### src/rtl/exec_guard_pkg.sv
// Shared types and constants for the W^X alias-guard sequencer.
package exec_guard_pkg;

  localparam int PAGE_SHIFT = 12;
  localparam int DEF_PPN_W  = 20;

  typedef enum logic [1:0] {
    ST_IDLE  = 2'd0,
    ST_CHECK = 2'd1,
    ST_FLUSH = 2'd2
  } state_e;

  // A tracked (executable) page blocks writes unless the pre-lock boot override applies.
  function automatic logic guard_allow(input logic hit, input logic override, input logic lock);
    return (!hit) || (override && !lock);
  endfunction

endpackage

### src/rtl/exec_guard_sched_ppn_fill_fifo.sv
// Synchronous FIFO holding executable ITLB-fill PPNs awaiting tracker insertion.
module ppn_fill_fifo #(
  parameter int DEPTH = 4,
  parameter int W     = 20
) (
  input  logic         clk,
  input  logic         rst,
  input  logic         push_i,
  input  logic [W-1:0] push_data_i,
  input  logic         pop_i,
  input  logic         flush_i,
  output logic         full_o,
  output logic         empty_o,
  output logic [W-1:0] head_o
);

  localparam int AW = $clog2(DEPTH);

  logic [W-1:0]  mem_q [DEPTH];
  logic [AW-1:0] wr_ptr_q, wr_ptr_d;
  logic [AW-1:0] rd_ptr_q, rd_ptr_d;
  logic [AW:0]   count_q, count_d;
  logic [AW-1:0] wr_idx_s;
  logic          do_push_s;

  assign full_o    = (count_q == (AW+1)'(DEPTH));
  assign empty_o   = (count_q == '0);
  assign head_o    = mem_q[rd_ptr_q];
  assign do_push_s = push_i && !full_o;
  // A push in the flush cycle lands after the reset, so it is written at slot 0.
  assign wr_idx_s  = flush_i ? '0 : wr_ptr_q;

  // Pointer and occupancy next-state.
  always_comb begin
    wr_ptr_d = wr_ptr_q;
    rd_ptr_d = rd_ptr_q;
    count_d  = count_q;
    if (flush_i) begin
      wr_ptr_d = '0;
      rd_ptr_d = '0;
      count_d  = '0;
    end else if (pop_i && !empty_o) begin
      rd_ptr_d = rd_ptr_q + 1'b1;
      count_d  = count_q - 1'b1;
    end else begin
      count_d  = count_q;
    end
    if (do_push_s) begin
      wr_ptr_d = wr_idx_s + 1'b1;
      count_d  = count_d + 1'b1;
    end else begin
      wr_ptr_d = wr_ptr_d;
    end
  end

  // Pointer registers.
  always_ff @(posedge clk or posedge rst) begin
    if (rst) begin
      wr_ptr_q <= '0;
      rd_ptr_q <= '0;
      count_q  <= '0;
    end else begin
      wr_ptr_q <= wr_ptr_d;
      rd_ptr_q <= rd_ptr_d;
      count_q  <= count_d;
    end
  end

  // Storage array; contents are don't-care while the pointers say empty.
  always_ff @(posedge clk) begin
    if (do_push_s) begin
      mem_q[wr_idx_s] <= push_data_i;
    end
  end

endmodule

### src/rtl/exec_guard_sched.sv
// Shares the exec_ppn_tracker port between ITLB fill inserts, sfence flushes
// and store W^X checks, and applies the alias-guard allow rule.
module exec_guard_sched
  import exec_guard_pkg::*;
#(
  parameter int PPN_W      = DEF_PPN_W,
  parameter int FILL_DEPTH = 4,
  parameter int CNT_W      = 16
) (
  input  logic                  clk,
  input  logic                  rst,
  input  logic                  fill_valid,
  output logic                  fill_ready,
  input  logic                  fill_x,
  input  logic [PPN_W-1:0]      fill_ppn,
  input  logic                  sfence_req,
  input  logic                  sfence_global,
  output logic                  sfence_ack,
  input  logic                  st_valid,
  output logic                  st_ready,
  input  logic [PPN_W+11:0]     st_addr,
  output logic                  st_resp_valid,
  output logic                  st_resp_allow,
  input  logic                  lock_i,
  input  logic                  allow_override_prelock,
  output logic                  trk_clear,
  output logic                  trk_insert,
  output logic [PPN_W-1:0]      trk_insert_ppn,
  output logic [PPN_W+11:0]     trk_query_pa,
  input  logic                  trk_hit,
  output logic [CNT_W-1:0]      blocked_cnt
);

  state_e             state_q, state_d;
  logic               glob_q, glob_d;
  logic [PPN_W+11:0]  query_q, query_d;
  logic               resp_valid_q, resp_valid_d;
  logic               resp_allow_q, resp_allow_d;
  logic               clear_q, clear_d;
  logic               insert_q, insert_d;
  logic [PPN_W-1:0]   insert_ppn_q, insert_ppn_d;
  logic               ack_q, ack_d;
  logic [CNT_W-1:0]   blocked_q, blocked_d;

  logic               fifo_full_s, fifo_empty_s, fifo_push_s, fifo_pop_s, fifo_flush_s;
  logic [PPN_W-1:0]   fifo_head_s;
  logic               st_ready_s, allow_s;

  assign fill_ready  = !fifo_full_s;
  // Non-executable fills are handshaken but never reach the tracker.
  assign fifo_push_s = fill_valid && !fifo_full_s && fill_x;
  assign st_ready    = st_ready_s;
  assign allow_s     = guard_allow(trk_hit, allow_override_prelock, lock_i);

  ppn_fill_fifo #(
    .DEPTH (FILL_DEPTH),
    .W     (PPN_W)
  ) u_fill_fifo (
    .clk         (clk),
    .rst         (rst),
    .push_i      (fifo_push_s),
    .push_data_i (fill_ppn),
    .pop_i       (fifo_pop_s),
    .flush_i     (fifo_flush_s),
    .full_o      (fifo_full_s),
    .empty_o     (fifo_empty_s),
    .head_o      (fifo_head_s)
  );

  // Next-state and next-output logic for the IDLE/CHECK/FLUSH sequencer.
  always_comb begin
    state_d      = state_q;
    glob_d       = glob_q;
    query_d      = query_q;
    resp_valid_d = 1'b0;
    resp_allow_d = 1'b0;
    clear_d      = 1'b0;
    insert_d     = 1'b0;
    insert_ppn_d = insert_ppn_q;
    ack_d        = 1'b0;
    blocked_d    = blocked_q;
    fifo_pop_s   = 1'b0;
    fifo_flush_s = 1'b0;
    st_ready_s   = 1'b0;
    case (state_q)
      ST_IDLE: begin
        st_ready_s = fifo_empty_s && !sfence_req;
        // Flush pulses are issued on entry so they appear in the FLUSH cycle.
        if (sfence_req) begin
          state_d = ST_FLUSH;
          glob_d  = sfence_global;
          ack_d   = 1'b1;
          clear_d = sfence_global;
        end else if (!fifo_empty_s) begin
          fifo_pop_s   = 1'b1;
          insert_d     = 1'b1;
          insert_ppn_d = fifo_head_s;
        end else if (st_valid) begin
          query_d = st_addr;
          state_d = ST_CHECK;
        end else begin
          state_d = ST_IDLE;
        end
      end
      ST_CHECK: begin
        resp_valid_d = 1'b1;
        resp_allow_d = allow_s;
        state_d      = ST_IDLE;
        if (!allow_s && (blocked_q != {CNT_W{1'b1}})) begin
          blocked_d = blocked_q + 1'b1;
        end else begin
          blocked_d = blocked_q;
        end
      end
      ST_FLUSH: begin
        // Only a global flush may drop queued executable pages.
        fifo_flush_s = glob_q;
        state_d      = ST_IDLE;
      end
      default: begin
        state_d = ST_IDLE;
      end
    endcase
  end

  // State and registered-output flops.
  always_ff @(posedge clk or posedge rst) begin
    if (rst) begin
      state_q      <= ST_IDLE;
      glob_q       <= 1'b0;
      query_q      <= '0;
      resp_valid_q <= 1'b0;
      resp_allow_q <= 1'b0;
      clear_q      <= 1'b0;
      insert_q     <= 1'b0;
      insert_ppn_q <= '0;
      ack_q        <= 1'b0;
      blocked_q    <= '0;
    end else begin
      state_q      <= state_d;
      glob_q       <= glob_d;
      query_q      <= query_d;
      resp_valid_q <= resp_valid_d;
      resp_allow_q <= resp_allow_d;
      clear_q      <= clear_d;
      insert_q     <= insert_d;
      insert_ppn_q <= insert_ppn_d;
      ack_q        <= ack_d;
      blocked_q    <= blocked_d;
    end
  end

  assign sfence_ack     = ack_q;
  assign st_resp_valid  = resp_valid_q;
  assign st_resp_allow  = resp_allow_q;
  assign trk_clear      = clear_q;
  assign trk_insert     = insert_q;
  assign trk_insert_ppn = insert_ppn_q;
  assign trk_query_pa   = query_q;
  assign blocked_cnt    = blocked_q;

endmodule

### config.mk
export PLATFORM = sky130hd
export DESIGN_NAME = exec_guard_sched
export DESIGN_NICKNAME = d
export VERILOG_FILES = /design/src/rtl/exec_guard_pkg.sv /design/src/rtl/exec_guard_sched_ppn_fill_fifo.sv /design/src/rtl/exec_guard_sched.sv
export SDC_FILE = /design/constraint.sdc
export NUM_CORES = 1
export LEC_CHECK = 0
export ABC_AREA = 1
export ABC_CLOCK_PERIOD_IN_PS = 3600
export CAP_MARGIN = 20
export CORE_ASPECT_RATIO = 0.5
export CORE_UTILIZATION = 51
export DETAILED_ROUTE_END_ITERATION = 7
export HOLD_SLACK_MARGIN = 0.08
export PLACE_DENSITY = 0.79
export SYNTH_ARGS = -nofsm -noshare
export SYNTH_HDL_FRONTEND = slang
export SYNTH_SLANG_ARGS = --single-unit
export TNS_END_PERCENT = 5
### constraint.sdc
create_clock -name clk -period 3.6 [get_ports clk]
set_input_delay 0.72 -clock clk [delete_from_list [all_inputs] [get_ports clk]]
set_output_delay 0.72 -clock clk [all_outputs]
set_load 0.1 [all_outputs]
# Yosys cells after proc, flatten, opt, wreduce, memory -nomap -nowiden
# Memories as Yosys holds them, arrays and structs flattened. A register that Yosys moved wholly into a read port is not among the register bits.
# Cells that the tools add are included.
[word_totals]
in_bits = 62
ff_bits = 63
memories = 1
out_inout_bits = 75
ram_bits = 80
[classes]
eq_ne = 5
mux = 24
n_reduce_logical = 21
bitwise_logic = 2
n_addsub = 5
[memory_table]
columns = ["memory", "depth", "width", "rd", "rd_ports_with_merged_regs", "write_ports", "line_no", "source"]
rows = [
  ["u_fill_fifo.mem_q", 4, 20, 1, 1, 1, "exec_guard_sched_ppn_fill_fifo.sv:19", "logic [W-1:0] mem_q [DEPTH];"],
]
[op_table]
columns = ["operator", "count"]
rows = [
  ["adder 16 x 1 -> 16 bit, second input constant", 1],
  ["!= test 16 bit, second input constant", 1],
  ["two-way mux 1 bit", 14],
  ["two-way mux 2 bit", 7],
  ["two-way mux 3 bit", 3],
  ["logical AND 1 bit", 7],
  ["zero test 1 bit", 6],
  ["adder 2 x 1 -> 2 bit, second input constant", 2],
  ["AND reduction 2 bit", 2],
  ["AND reduction 4 bit", 1],
  ["adder 3 x 1 -> 3 bit, second input constant", 1],
  ["== test 3 bit, second input constant", 1],
  ["zero test 3 bit", 1],
  ["!= test 3 bit, second input constant", 1],
  ["AND reduction 3 bit", 1],
  ["subtractor 3 x 1 -> 3 bit, second input constant", 1],
  ["== test 2 x 1 -> 1 bit, second input constant", 1],
  ["== test 2 bit, second input constant", 1],
  ["zero test 2 bit", 1],
  ["NOT 1 bit", 2],
  ["nonzero test 2 bit", 1],
  ["logical OR 1 bit", 1],
]

# Longest topological paths before layout
[logic_depth]
depth_word = 9
ltp_mapped = 13
mapped_depth_nobuf = 13

# Cells and area by module
# A second synthesis with hierarchy kept.
[unflattened]
cells_unflattened = 667
hier_area_um2 = 6760.2
[modules_own_cells]
columns = ["mod", "area_each_um2", "seq_area_each_um2", "n_inst", "cells_per_inst"]
rows = [
  ["ppn_fill_fifo", 3450.8, 2577.5, 1, 266],
  ["exec_guard_sched", 3309.4, 1901.8, 1, 401],
]

# Least setup slack after synthesis
# Ideal clock, no wire load.
[synth_path]
kind = "register to register"
start = "reg u_fill_fifo.count_q[0]"
end = "mem u_fill_fifo.mem_q[0][0], enable pin"
setup_ns = 0.397
stages_incl_launch_ff = 6
setup_slack_ns = 0.560
arrival_time_ns = 2.643
period_less_slack_ns = 3.040
cell_sequence = "dfrtp_1 > inv_1 > ha_1 > nand2_1 > nand3_1 > nor2_1"
[synth_between]
elab_chain_len = 7
[synth_rtl]
columns = ["element", "line_no", "source"]
rows = [
  ["from (decl)", "exec_guard_sched_ppn_fill_fifo.sv:22", "logic [AW:0] count_q, count_d;"],
  ["from (signal assigned)", "exec_guard_sched_ppn_fill_fifo.sv:65", "count_q <= count_d;"],
  ["== test 3 bit *", "exec_guard_sched_ppn_fill_fifo.sv:26", "assign full_o = (count_q == (AW+1)'(DEPTH));"],
  ["zero test 1 bit *", "n/a", ""],
  ["named net fill_ready", "exec_guard_sched.sv:13", "output logic fill_ready,"],
  ["logical AND 1 bit (2 in a row)", "exec_guard_sched.sv:51", "assign fifo_push_s = fill_valid && !fifo_full_s && fill_x;"],
  ["logical AND 1 bit *", "exec_guard_sched_ppn_fill_fifo.sv:29", "assign do_push_s = push_i && !full_o;"],
  ["two-way mux 1 bit *", "exec_guard_sched_ppn_fill_fifo.sv:71", "if (do_push_s) begin"],
  ["two-way mux 1 bit (not written as such) *", "exec_guard_sched_ppn_fill_fifo.sv:72", "mem_q[wr_idx_s] <= push_data_i;"],
  ["to (decl)", "exec_guard_sched_ppn_fill_fifo.sv:19", ""],
]
# The timed path passes the listed nets; every way through them passes the cells marked *.

# Final worst setup path
[layout_path]
start = "reg blocked_q[0] (netlist: blocked_cnt[0])"
end = "out blocked_cnt[0]"
[layout_rtl]
columns = ["element", "line_no", "source"]
rows = [
  ["from (decl)", "exec_guard_sched.sv:43", "logic [CNT_W-1:0] blocked_q, blocked_d;"],
  ["from (signal assigned)", "exec_guard_sched.sv:149", "blocked_q <= blocked_d;"],
  ["to (decl)", "exec_guard_sched.sv:31", "output logic [CNT_W-1:0] blocked_cnt"],
]
# No word-level cell between the ends.

==> results.toml <==
[run_status]
outcome = "finished, final reports clean"

[route]
drtIter0Drc = 358
num_vias = 4902
drc = 0
dr.pass1.iters = 5
vias_per_cell = 5.033
wl_per_cell_um = 14.77
finalWirelength_um = 14380
ant_nets = 0

[synth]
ys_ff_latch = 163
yosysSeqAreaShare = 0.6698
syn_nets = 722
syn-instance-count = 652
avgSynthCellArea_um2 = 10.26
syn_area_um2 = 6688
yosysWarnings = 0
synth_cell_type_count = 29

[clock_network]
clk_latency_ns = 0.42
ctsHoldBuffers = 0
clock-root-buffer = "clkbuf_16"
h-tree-depth = 4
clk_pin_slew_ns = 0.07
clk_path_buf_depth = 2
cts_num_sinks = 163
post_cts_buffers = 0
cts_buffers = 17
cts_resized = 0
cts_tree = "built"

[critical_path]
reg2reg_to = "u_fill_fifo.count_q[2]"
rr_startpoint = "u_fill_fifo.count_q[0]"
cp.arrival_ns = 2.10
worstSetupStartpoint = "blocked_cnt[0]"
worstPathCellList = "clkdlybuf4s50_1"
cp-end-kind = "primary output"
slowest_stage = "clkdlybuf4s50_1"
cp_slowest_stage_delay_ns = 1.19
r2r_slack_ns = 1.41
crit_path_max_fanout = 7
required_ns = 2.88
setup.worst_path.class = "register to primary output"
ff2ff_path_depth = 12
cp_top_family = "buffers and inverters"
cp-start-kind = "register"
worst-path-buf-inv = 1

[worst_hold_path]
min_to = "trk_query_pa[28]"
hp-start = "trk_query_pa[28]"
hold_path.class = "register to register"
hold_depth = 2

[finish]
drive_gt1_frac = 0.07711
mostFrequentLayoutCells = "nand2_1 (245), clkdlybuf4s50_1 (134), dfrtp_1 (83)"
finalNetCount = 861
layout_commonest_cell = "nand2_1"
area_growth_syn_to_layout_pct = 31.43
num_antenna_cells = 0

[run]
cap_violations = 0

[grt]
grt_max_degree = 84
grt_pass1_vias = 4738
grt_remaining_overflow = 0
antenna_found_initial = 0
track_usage = 0.2230
grt_pass1_wl_um = 23290

[die]
coreArea_um2 = 12740
die_area_um2 = 13600
die_w_um = 163.9
start_util = 0.5251
ios = 137
die_h_um = 82.97
row_count = 29

[sta]
final_max_slew_viol_count = 0
final-setup-viol-count = 0
final_hold_viol_count = 0
min_period_ns = 2.817
rsz0062_at_grt = "no"
finalHoldWorstSlack_ns = 0.4760
max_freq_ghz = 0.3550
min_period_over_period = 0.7826
fin_setup_tns_ns = 0
worst_slew_pin_slew_ns = 1.020
relSlewSlack = 0.3182
clock-skew-final_ns = 0.01365

[placement]
hpwlAfterDp_um = 9308
numPortBuffers = 136
place_congestion = 0.8666
==> metal layers <==
layer,part of all wire,vias up,global-route usage
met4,0.011,0,0.06987
met5,0,-,0
met2,0.49,161,0.3633
met1,0.44,2302,0.2948
li1,-,2421,-
met3,0.059,18,0.05694
==> how the worst max path moves through the flow <==
stage / endpoint / slack [ns] / cells after the start
after floorplan: u_fill_fifo.mem_q[0][0] / 0.56 / 5
after global placement: u_fill_fifo.count_q[2] / 0.91 / 11
after detailed placement: u_fill_fifo.count_q[2] / 0.82 / 11
after CTS: blocked_cnt[0] / 0.78 / 1
after global routing: blocked_cnt[0] / 0.73 / 1
final: blocked_cnt[0] / 0.78 / 1
==> Yosys cell counts <==
cell	number	share of area
o21ai_1	15	0.011
nand3b_1	1	0.0011
buf_4	1	0.0011
buf_2	5	0.0037
xnor2_1	5	0.0065
o22ai_1	20	0.019
nand2_2	4	0.0037
inv_1	24	0.013
buf_6	5	0.0084
xor2_1	4	0.0052
ha_1	8	0.015
nand2_1	245	0.14
nor3_4	1	0.0024
nand3_2	1	0.0015
a21oi_1	1	0.00075
clkinv_2	1	0.00075
o21ai_0	38	0.028
clkbuf_1	14	0.0079
edfxtp_1	80	0.36
nor2_1	64	0.036
inv_2	7	0.0039
nor3_1	1	0.00075
nor2_2	3	0.0028
nand4_1	6	0.0056
and3_1	1	0.00094
nor2_4	2	0.0034
dfrtp_1	83	0.31
a21boi_1	1	0.0011
nand3_1	11	0.0082
==> flip-flops by register name (all words and copies together), names as in the netlist <==
register              flops
trk_clear                 1
glob_q                    1
trk_insert                1
u_fill_fifo.wr_ptr_q      2
u_fill_fifo.mem_q        80
sfence_ack                1
st_resp_allow             1
trk_query_pa             32
state_q                   2
st_resp_valid             1
u_fill_fifo.count_q       3
blocked_cnt              16
trk_insert_ppn           20
u_fill_fifo.rd_ptr_q      2
==> cell type report <==
cell class	count	area (µm²)
Multi-Input combinational cell	432	1946
Timing Repair Buffer	145	1436
Clock inverter	14	163.9
Sequential cell	163	4479
Fill cell	909	3946
Tap cell	170	212.7
Clock buffer	18	429.2
Inverter	32	122.6
==> cell families (layout without fill, tap and decap cells) <==
family,count (synthesis),count (layout),synth area share
AO/OA/AOI/OAI,75,75,0.06024
adder cells (fa/ha/maj),8,8,0.01497
AND/OR/NAND/NOR,340,340,0.2039
flip-flops,163,163,0.6698
buffers and inverters,57,209,0.03929
XOR/XNOR,9,9,0.01179
==> per-stage QoR <==
| step | utilization | area [µm²] | std cells | setup slack [ns] |
|---|---|---|---|---|
| final | 0.6901 | 8790 | 974 | 0.7828 |
| after global routing | 0.6901 | 8790 | 974 | 0.7315 |
| after CTS | 0.6901 | 8790 | 974 | 0.7813 |
| after detailed placement | 0.6436 | 8197 | 942 | 0.8207 |
| after global placement | 0.6436 | 8197 | 942 | 0.9098 |
| after floorplan | - | 6688 | 652 | 0.5604 |
Power is not shown: default switching activity piles up to over one toggle a cycle in this logic, so the estimate is an artifact.
